### config.mk
export PLATFORM = sky130hd
export DESIGN_NAME = fetch_controller
export DESIGN_NICKNAME = d
export VERILOG_FILES = /design/src/rtl/fetch_controller.sv
export SDC_FILE = /design/constraint.sdc
export NUM_CORES = 1
export LEC_CHECK = 0
export ABC_AREA = 1
export ABC_CLOCK_PERIOD_IN_PS = 5000
export BUFFER_PORTS_ARGS = -buffer_cell sky130_fd_sc_hd__buf_2
export CORE_ASPECT_RATIO = 0.9
export CORE_MARGIN = 3
export CORE_UTILIZATION = 45
export CTS_CLUSTER_SIZE = 25
export DETAILED_ROUTE_END_ITERATION = 7
export GPL_ROUTABILITY_DRIVEN = 0
export PLACE_DENSITY = 0.65
export RECOVER_POWER = 50
export SYNTH_ARGS = -nofsm -noshare
export SYNTH_HDL_FRONTEND = slang
export SYNTH_SLANG_ARGS = --single-unit
### constraint.sdc
create_clock -name clk -period 5 [get_ports clk]
set_clock_uncertainty 0.15 [all_clocks]
set_input_delay 0.75 -clock clk [delete_from_list [all_inputs] [get_ports clk]]
set_output_delay 0.75 -clock clk [all_outputs]
set_load 0.02 [all_outputs]
### src/rtl/fetch_controller.sv
// fetch_controller: instruction fetch sequencer.
// Owns the PC. Issues single-outstanding req/ack reads to instruction memory
// and hands fetched words to the IF/ID register. Handles hazard freeze through
// a one-entry skid, branch redirects, and squashing of an in-flight fetch.
//
// Ports:
//   clk          rising-edge clock
//   rst          asynchronous reset, active low
//   freeze       IF/ID cannot accept a word this cycle
//   Br_taken     one-cycle redirect request (beats freeze)
//   Br_target    redirect byte address; bits [1:0] ignored
//   mem_req      fetch request to instruction memory
//   mem_addr     word-aligned fetch address, stable until acked
//   mem_ack      memory returns mem_rdata this cycle
//   mem_rdata    fetched instruction word
//   if_valid     instruction/if_pc hold a live instruction
//   if_pc        address of the word in instruction
//   instruction  fetched instruction word
module fetch_controller #(
  parameter logic [31:0] RESET_PC = 32'h0
) (
  input  logic        clk,
  input  logic        rst,
  input  logic        freeze,
  input  logic        Br_taken,
  input  logic [31:0] Br_target,
  output logic        mem_req,
  output logic [31:0] mem_addr,
  input  logic        mem_ack,
  input  logic [31:0] mem_rdata,
  output logic        if_valid,
  output logic [31:0] if_pc,
  output logic [31:0] instruction
);

  typedef enum logic [1:0] {
    IDLE  = 2'd0,
    FETCH = 2'd1,
    HOLD  = 2'd2
  } state_t;

  state_t      state;
  logic [31:0] pc;
  logic        squash;
  logic [31:0] skid_data;
  logic [31:0] skid_pc;

  logic [31:0] br_pc;
  logic        slot_ld;
  logic        acked;

  assign br_pc   = {Br_target[31:2], 2'b00};
  assign slot_ld = !if_valid || !freeze;
  assign acked   = mem_req && mem_ack;

  // pc tracks mem_addr except while a squashed request is still in flight;
  // then mem_addr holds the abandoned address and pc already holds the
  // redirect target, which is issued once the dropped response returns.
  always_ff @(posedge clk or negedge rst) begin
    if (!rst) begin
      state       <= IDLE;
      pc          <= RESET_PC;
      squash      <= 1'b0;
      skid_data   <= '0;
      skid_pc     <= '0;
      mem_req     <= 1'b0;
      mem_addr    <= RESET_PC;
      if_valid    <= 1'b0;
      if_pc       <= '0;
      instruction <= '0;
    end else if (Br_taken) begin
      if_valid <= 1'b0;
      pc       <= br_pc;
      if (state == FETCH && mem_req && !mem_ack) begin
        // Request must finish at its original address; drop its data later.
        squash <= 1'b1;
      end else begin
        squash   <= 1'b0;
        state    <= FETCH;
        mem_req  <= 1'b1;
        mem_addr <= br_pc;
      end
    end else begin
      case (state)
        IDLE: begin
          state    <= FETCH;
          mem_req  <= 1'b1;
          mem_addr <= pc;
        end
        FETCH: begin
          if (acked) begin
            if (squash) begin
              squash   <= 1'b0;
              mem_addr <= pc;
              if (slot_ld) if_valid <= 1'b0;
            end else if (slot_ld) begin
              instruction <= mem_rdata;
              if_pc       <= pc;
              if_valid    <= 1'b1;
              pc          <= pc + 32'd4;
              mem_addr    <= pc + 32'd4;
            end else begin
              skid_data <= mem_rdata;
              skid_pc   <= pc;
              pc        <= pc + 32'd4;
              mem_req   <= 1'b0;
              state     <= HOLD;
            end
          end else if (slot_ld) begin
            if_valid <= 1'b0;
          end
        end
        HOLD: begin
          if (!freeze) begin
            instruction <= skid_data;
            if_pc       <= skid_pc;
            if_valid    <= 1'b1;
            state       <= FETCH;
            mem_req     <= 1'b1;
            mem_addr    <= pc;
          end
        end
        default: begin
          state   <= IDLE;
          mem_req <= 1'b0;
        end
      endcase
    end
  end

endmodule

# --- Word level (Yosys, flattened, before mapping) ---
# Cells that the tools add are included.
op_classes:
  add_sub_neg: 1
  n_eq_ne: 14
  muxes: 45
  bitwise_logic: 3
  n_reduce_logical: 20
ops:
  columns: ["op", "count"]
  rows:
  - ["$mux W32", 18]
  - ["$pmux W32 S2", 2]
  - ["$pmux W32 S3", 1]
  - ["$add A32 B3 Y32 const B", 1]
  - ["$mux W1", 15]
  - ["$reduce_and A5 Y1", 3]
  - ["$mux W2", 6]
  - ["$ne A2 B2 Y1 const B", 6]
  - ["$ne A3 B3 Y1 const B", 4]
  - ["$pmux W2 S3", 1]
  - ["$reduce_and A3 Y1", 2]
  - ["$reduce_and A6 Y1", 1]
  - ["$reduce_bool A2 Y1", 3]
  - ["$ne A5 B5 Y1 const B", 1]
  - ["$ne A4 B4 Y1 const B", 1]
  - ["$reduce_bool A4 Y1", 1]
  - ["$logic_and A1 B1 Y1", 3]
  - ["$logic_not A1 Y1", 3]
  - ["$not A1 Y1", 3]
  - ["$pmux W1 S3", 1]
  - ["$reduce_bool A3 Y1", 1]
  - ["$eq A2 B1 Y1 const B", 1]
  - ["$eq A2 B2 Y1 const B", 1]
  - ["$logic_not A2 Y1", 1]
  - ["3 further kinds", 3]
word_totals:
  regBits: 197
  input_bits: 69
  out_inout_bits: 98
  word_cells: 93

# --- Longest topological paths before layout ---
logic_depth:
  ltp_word: 7
  mapped_depth: 12
  mapped_depth_nobuf: 11

# --- Least setup slack after synthesis ---
# No wires, ideal clock.
synth_path:
  kind: "register to register"
  from: "reg state[0]"
  to: "reg if_pc[10]"
  setup_time_ns: 0.130
  arrival_ns: 1.786
  slack_ns: 2.935
  path_stages_with_launch: 10
  n_path_buf: 3
  synth_period_minus_slack_ns: 2.065
  path_cell_list: "dfrtp_1 > inv_1 > ha_1 > buf_2 > nand2_1 > nand3_1 > a21oi_2 > buf_2 > buf_2 > a31oi_1"
synth_via:
  elab_chain_len: 3
  word_cells_on_any_way: 9
synth_lines:
  columns: ["element", "line_no", "rtl"]
  rows:
  - ["start: declaration", "42", "state_t state;"]
  - ["start signal: assignment", "61", "state <= IDLE;"]
  - ["start signal: assignment", "79", "state <= FETCH;"]
  - ["start signal: assignment", "86", "state <= FETCH;"]
  - ["$eq A2 B1 Y1 or $eq A2 B2 Y1 (tied branches)", "84", "case (state)"]
  - ["$ne A2 B2 Y1 (no line) or $reduce_bool A2 Y1 (tied branches)", null, null]
  - ["$reduce_and A6 Y1 (no line)", null, null]
  - ["end signal: assignment", "98", "if_pc <= pc;"]
  - ["end signal: assignment", "116", "if_pc <= skid_pc;"]
  - ["end: declaration", "32", "output logic [31:0] if_pc,"]
# Several ways; a longest one is shown, not always the timed one.
# A chain may end at the register's enable or synchronous reset.

# --- Worst setup path after layout ---
layout_path:
  from: "reg state[1]"
  to: "reg pc[30]"
layout_via:
  elab_chain_len: 3
layout_lines:
  columns: ["element", "line_no", "rtl"]
  rows:
  - ["$eq A2 B1 Y1", "84", null]
  - ["$reduce_bool A2 Y1 (no line)", null, null]
  - ["$reduce_and A3 Y1 (no line)", null, null]
  - ["end signal: assignment", "73", "pc <= br_pc;"]
  - ["end signal: assignment", "100", "pc <= pc + 32'd4;"]
  - ["end signal: assignment", "105", "pc <= pc + 32'd4;"]
  - ["end: declaration", "43", "logic [31:0] pc;"]
# No other way between the ends.

==> impl_metrics.yaml <==
placement:
  dp_hpwl_mm: 16.6
  io_buffers: 162
  pre_cts_ws_ns: 1.78
  placed_cells: 1530
cts:
  cts_resized: 0
  cts.sinks: 189
  cts_max_level: 4
  post_cts.repair.setup_buffers: 0
  cts_buffers: 17
  cts_buffer_depth: 2
  clock_latency_ns: 0.44
  postCtsHoldBufs: 0
  clk_pin_slew_worst_paths_ns: 0.07
  cts_tree: "done"
  root_buffer: "clkbuf_16"
final_layout:
  nets: 1368
  area_growth_pct: 15.4
  layout-drive-gt1-share: 0.142
  antenna_cells: 0
  fin_cells: 1561
pwr:
  power_density_mw_per_mm2: 613
  p_seq_frac: 0.393
  p_switching_mw: 2.86
  comb_power_share: 0.409
  p_int_mw: 3.69
  p_clk_frac: 0.199
  irDropWorstVdd_uv: 260
  switching_share: 0.437
  leakage_nw: 5.03
die:
  die_y_um: 142
  design.core.area_mm2: 0.0201
  die_x_um: 157
  io_pins: 167
  initial_core_util: 0.461
  rows: 49
  die_area_mm2: 0.0224
sta:
  holdWs_ns: 0.334
  slew_violations: 103
  final.period_utilization: 0.648
  setup_ws_ns: 1.76
  setup_violations: 0
  hold_viol_final: 0
  finalCriticalPeriod_ns: 3.24
  fmax_mhz: 309
  relSlewSlack: -0.735
  grt_setup_unrepaired: "false"
  tns_ns: 0
  tightest_slew_ns: 2.60
global_routing:
  grt_pass1_wl_mm: 40.0
  antenna_found_initial: 0
  grtUsageTotal: 0.224
  grt-ovfl-total: 0
  grt_pass1_vias: 7573
  grt_max_degree: 125
synthesis:
  ys_types: 37
  netlist.area_leader.share: 0.510
  ys_warn_count: 0
  syn_area_mm2: 0.00927
  avgSynthCellArea_um2: 7.91
  synth_seq_cells: 189
  syn_inst: 1172
  synth_area_leaders: "dfrtp_1 (51%), nand2_1 (14%), nor2_1 (5.6%)"
  yosysSeqAreaShare: 0.510
  yosysTopAreaCell: "dfrtp_1"
detailed_routing:
  drt_pass1_iterations: 8
  routed_via_density: 5.21
  drtIter0Drc: 709
  antenna_left: 0
  drc: 0
  post_drt_wl_per_cell_um: 15.8
  wirelength_mm: 24.6
  vias: 8137
run_status:
  failed_checks: "max-capacitance violations, max-slew violations"
  outcome: "finished, violations left"
worst_setup_path:
  crit_fanout: 31
  start_kind: "flop"
  reg2reg_from: "state[1]"
  cp-endpoint: "pc[30]"
  worstSetupStartpoint: "state[1]"
  r2r-end: "pc[30]"
  cp_data_arrival_time_ns: 3.42
  cp_data_required_time_ns: 5.17
  endpoint_kind: "flop"
  r2r_slack_ns: 1.76
  crit_type: "reg2reg"
  rr_worst_depth: 13
worst_hold_path:
  hp-class: "reg2reg"
run:
  cap_violations: 1
## synthesized netlist by cell type
library cell and n:
nand3_4 1, nand2_2 1, o211ai_2 1, a21oi_2 2, nor2_8 1, xor2_1 11
buf_2 34, nand2_4 1, nor2_2 4, nand3_1 30, clkinv_1 1, nor2_4 4
o221ai_1 5, nor3_2 2, nor3_1 5, a21oi_1 57, o21ai_1 6, nand3_2 2
buf_6 1, ha_1 5, or2_2 1, a22oi_1 2, nor2_1 138, conb_1 1
dfrtp_1 189, and2_1 2, clkbuf_1 30, mux2_2 1, buf_4 4, inv_1 84
nand4_1 9, nand2_1 349, o21ai_0 89, o211ai_1 13, nor3_4 1, a31oi_1 78
inv_2 7
## kinds of logic after synthesis
family          Yosys count  synth area share
flops                   189             0.510
simple gates            551             0.244
other cells               1          0.000405
fa+ha+maj                 5           0.00675
xor+xnor                 11            0.0104
mux                       1           0.00121
buf+inv                 161            0.0722
compound gates          253             0.155
## worst min-delay path by stage
stage / start / to / slack [ns] / depth (start not counted)
CTS: rst / instruction[5] / 0.29 / 1
finish: skid_pc[17] / skid_pc[17] / 0.33 / 2
detailed placement: mem_addr[3] / mem_addr[3] / 0.31 / 2
floorplan: rst / if_pc[10] / 0.30 / 0
global placement: mem_addr[3] / mem_addr[3] / 0.31 / 2
global route: skid_pc[24] / skid_pc[24] / 0.35 / 2
## routing by layer
layer	global-route usage	wire length [µm]	part of all wire	vias up
li1	-	-	-	4081
met1	0.347	12200	0.49	3750
met2	0.325	10400	0.42	286
met3	0.0426	1760	0.072	20
met4	0.0594	299	0.012	0
met5	0	0	0	-
## cell usage in the layout (no fill, tap or decap), types with 4 or more instances in the layout
master     count
clkinv_4       4
nor2_2         5
o21ai_1        6
clkinv_2       4
inv_1         85
xor2_1        11
o211ai_1      13
a21oi_1       57
nand4_1        9
a31oi_1       78
buf_2        114
nor2_1       137
inv_2          6
o21ai_0       89
clkbuf_16     17
o221ai_1       5
nand2_1      349
clkbuf_1      47
dfrtp_1      189
nor3_1         5
nand3_1       29
ha_1           4
nor2_4         4
buf_4          7
## state kept, by name, indices dropped and copies added (netlist names)
| name | count |
|---|---|
| instruction | 32 |
| skid_data | 32 |
| mem_addr | 31 |
| if_pc | 30 |
| pc | 30 |
| skid_pc | 30 |
| state | 2 |
| if_valid | 1 |
| squash | 1 |
## per-stage QoR
step	util	instance area, µm²	power, mW
2_1_floorplan	-	9270	4.44
3_3_place_gp	0.507	10200	5.28
3_5_place_dp	0.507	10200	5.35
4_1_cts	0.535	10800	6.66
5_1_grt	0.532	10700	7.08
6_report	0.532	10700	6.56
## worst max-delay path: stages, from the launching register on
cell     delay [ns]
dfrtp_1        0.39
inv_1          0.10
ha_1           0.23
inv_1          0.12
nor2_2         0.11
buf_4          0.35
nand2_1        0.14
inv_1          0.12
nor2_1         0.05
buf_4          0.22
inv_1          0.79
o21ai_0        0.19
inv_1          0.11
nand2_1        0.05
## power by group through the flow
| stage | registers, mW | logic, mW | clock network (mW) |
|---|---|---|---|
| 2_1_floorplan | 2.98 | 1.46 | 0 |
| 3_3_place_gp | 2.58 | 2.70 | 0 |
| 3_5_place_dp | 2.59 | 2.76 | 0 |
| 4_1_cts | 2.57 | 2.76 | 1.32 |
| 5_1_grt | 2.66 | 3.03 | 1.39 |
| 6_report | 2.57 | 2.68 | 1.30 |
## layout make-up
cell class,count,area (µm²)
clock buffers,18,439
well taps,255,319
inverters,92,345
flip-flops and latches,189,4730
clock inverters,13,118
multi-input cells,823,3900
repair buffers,171,845
fillers,2025,9420
No activity file was read; power rests on OpenSTA's default activity.
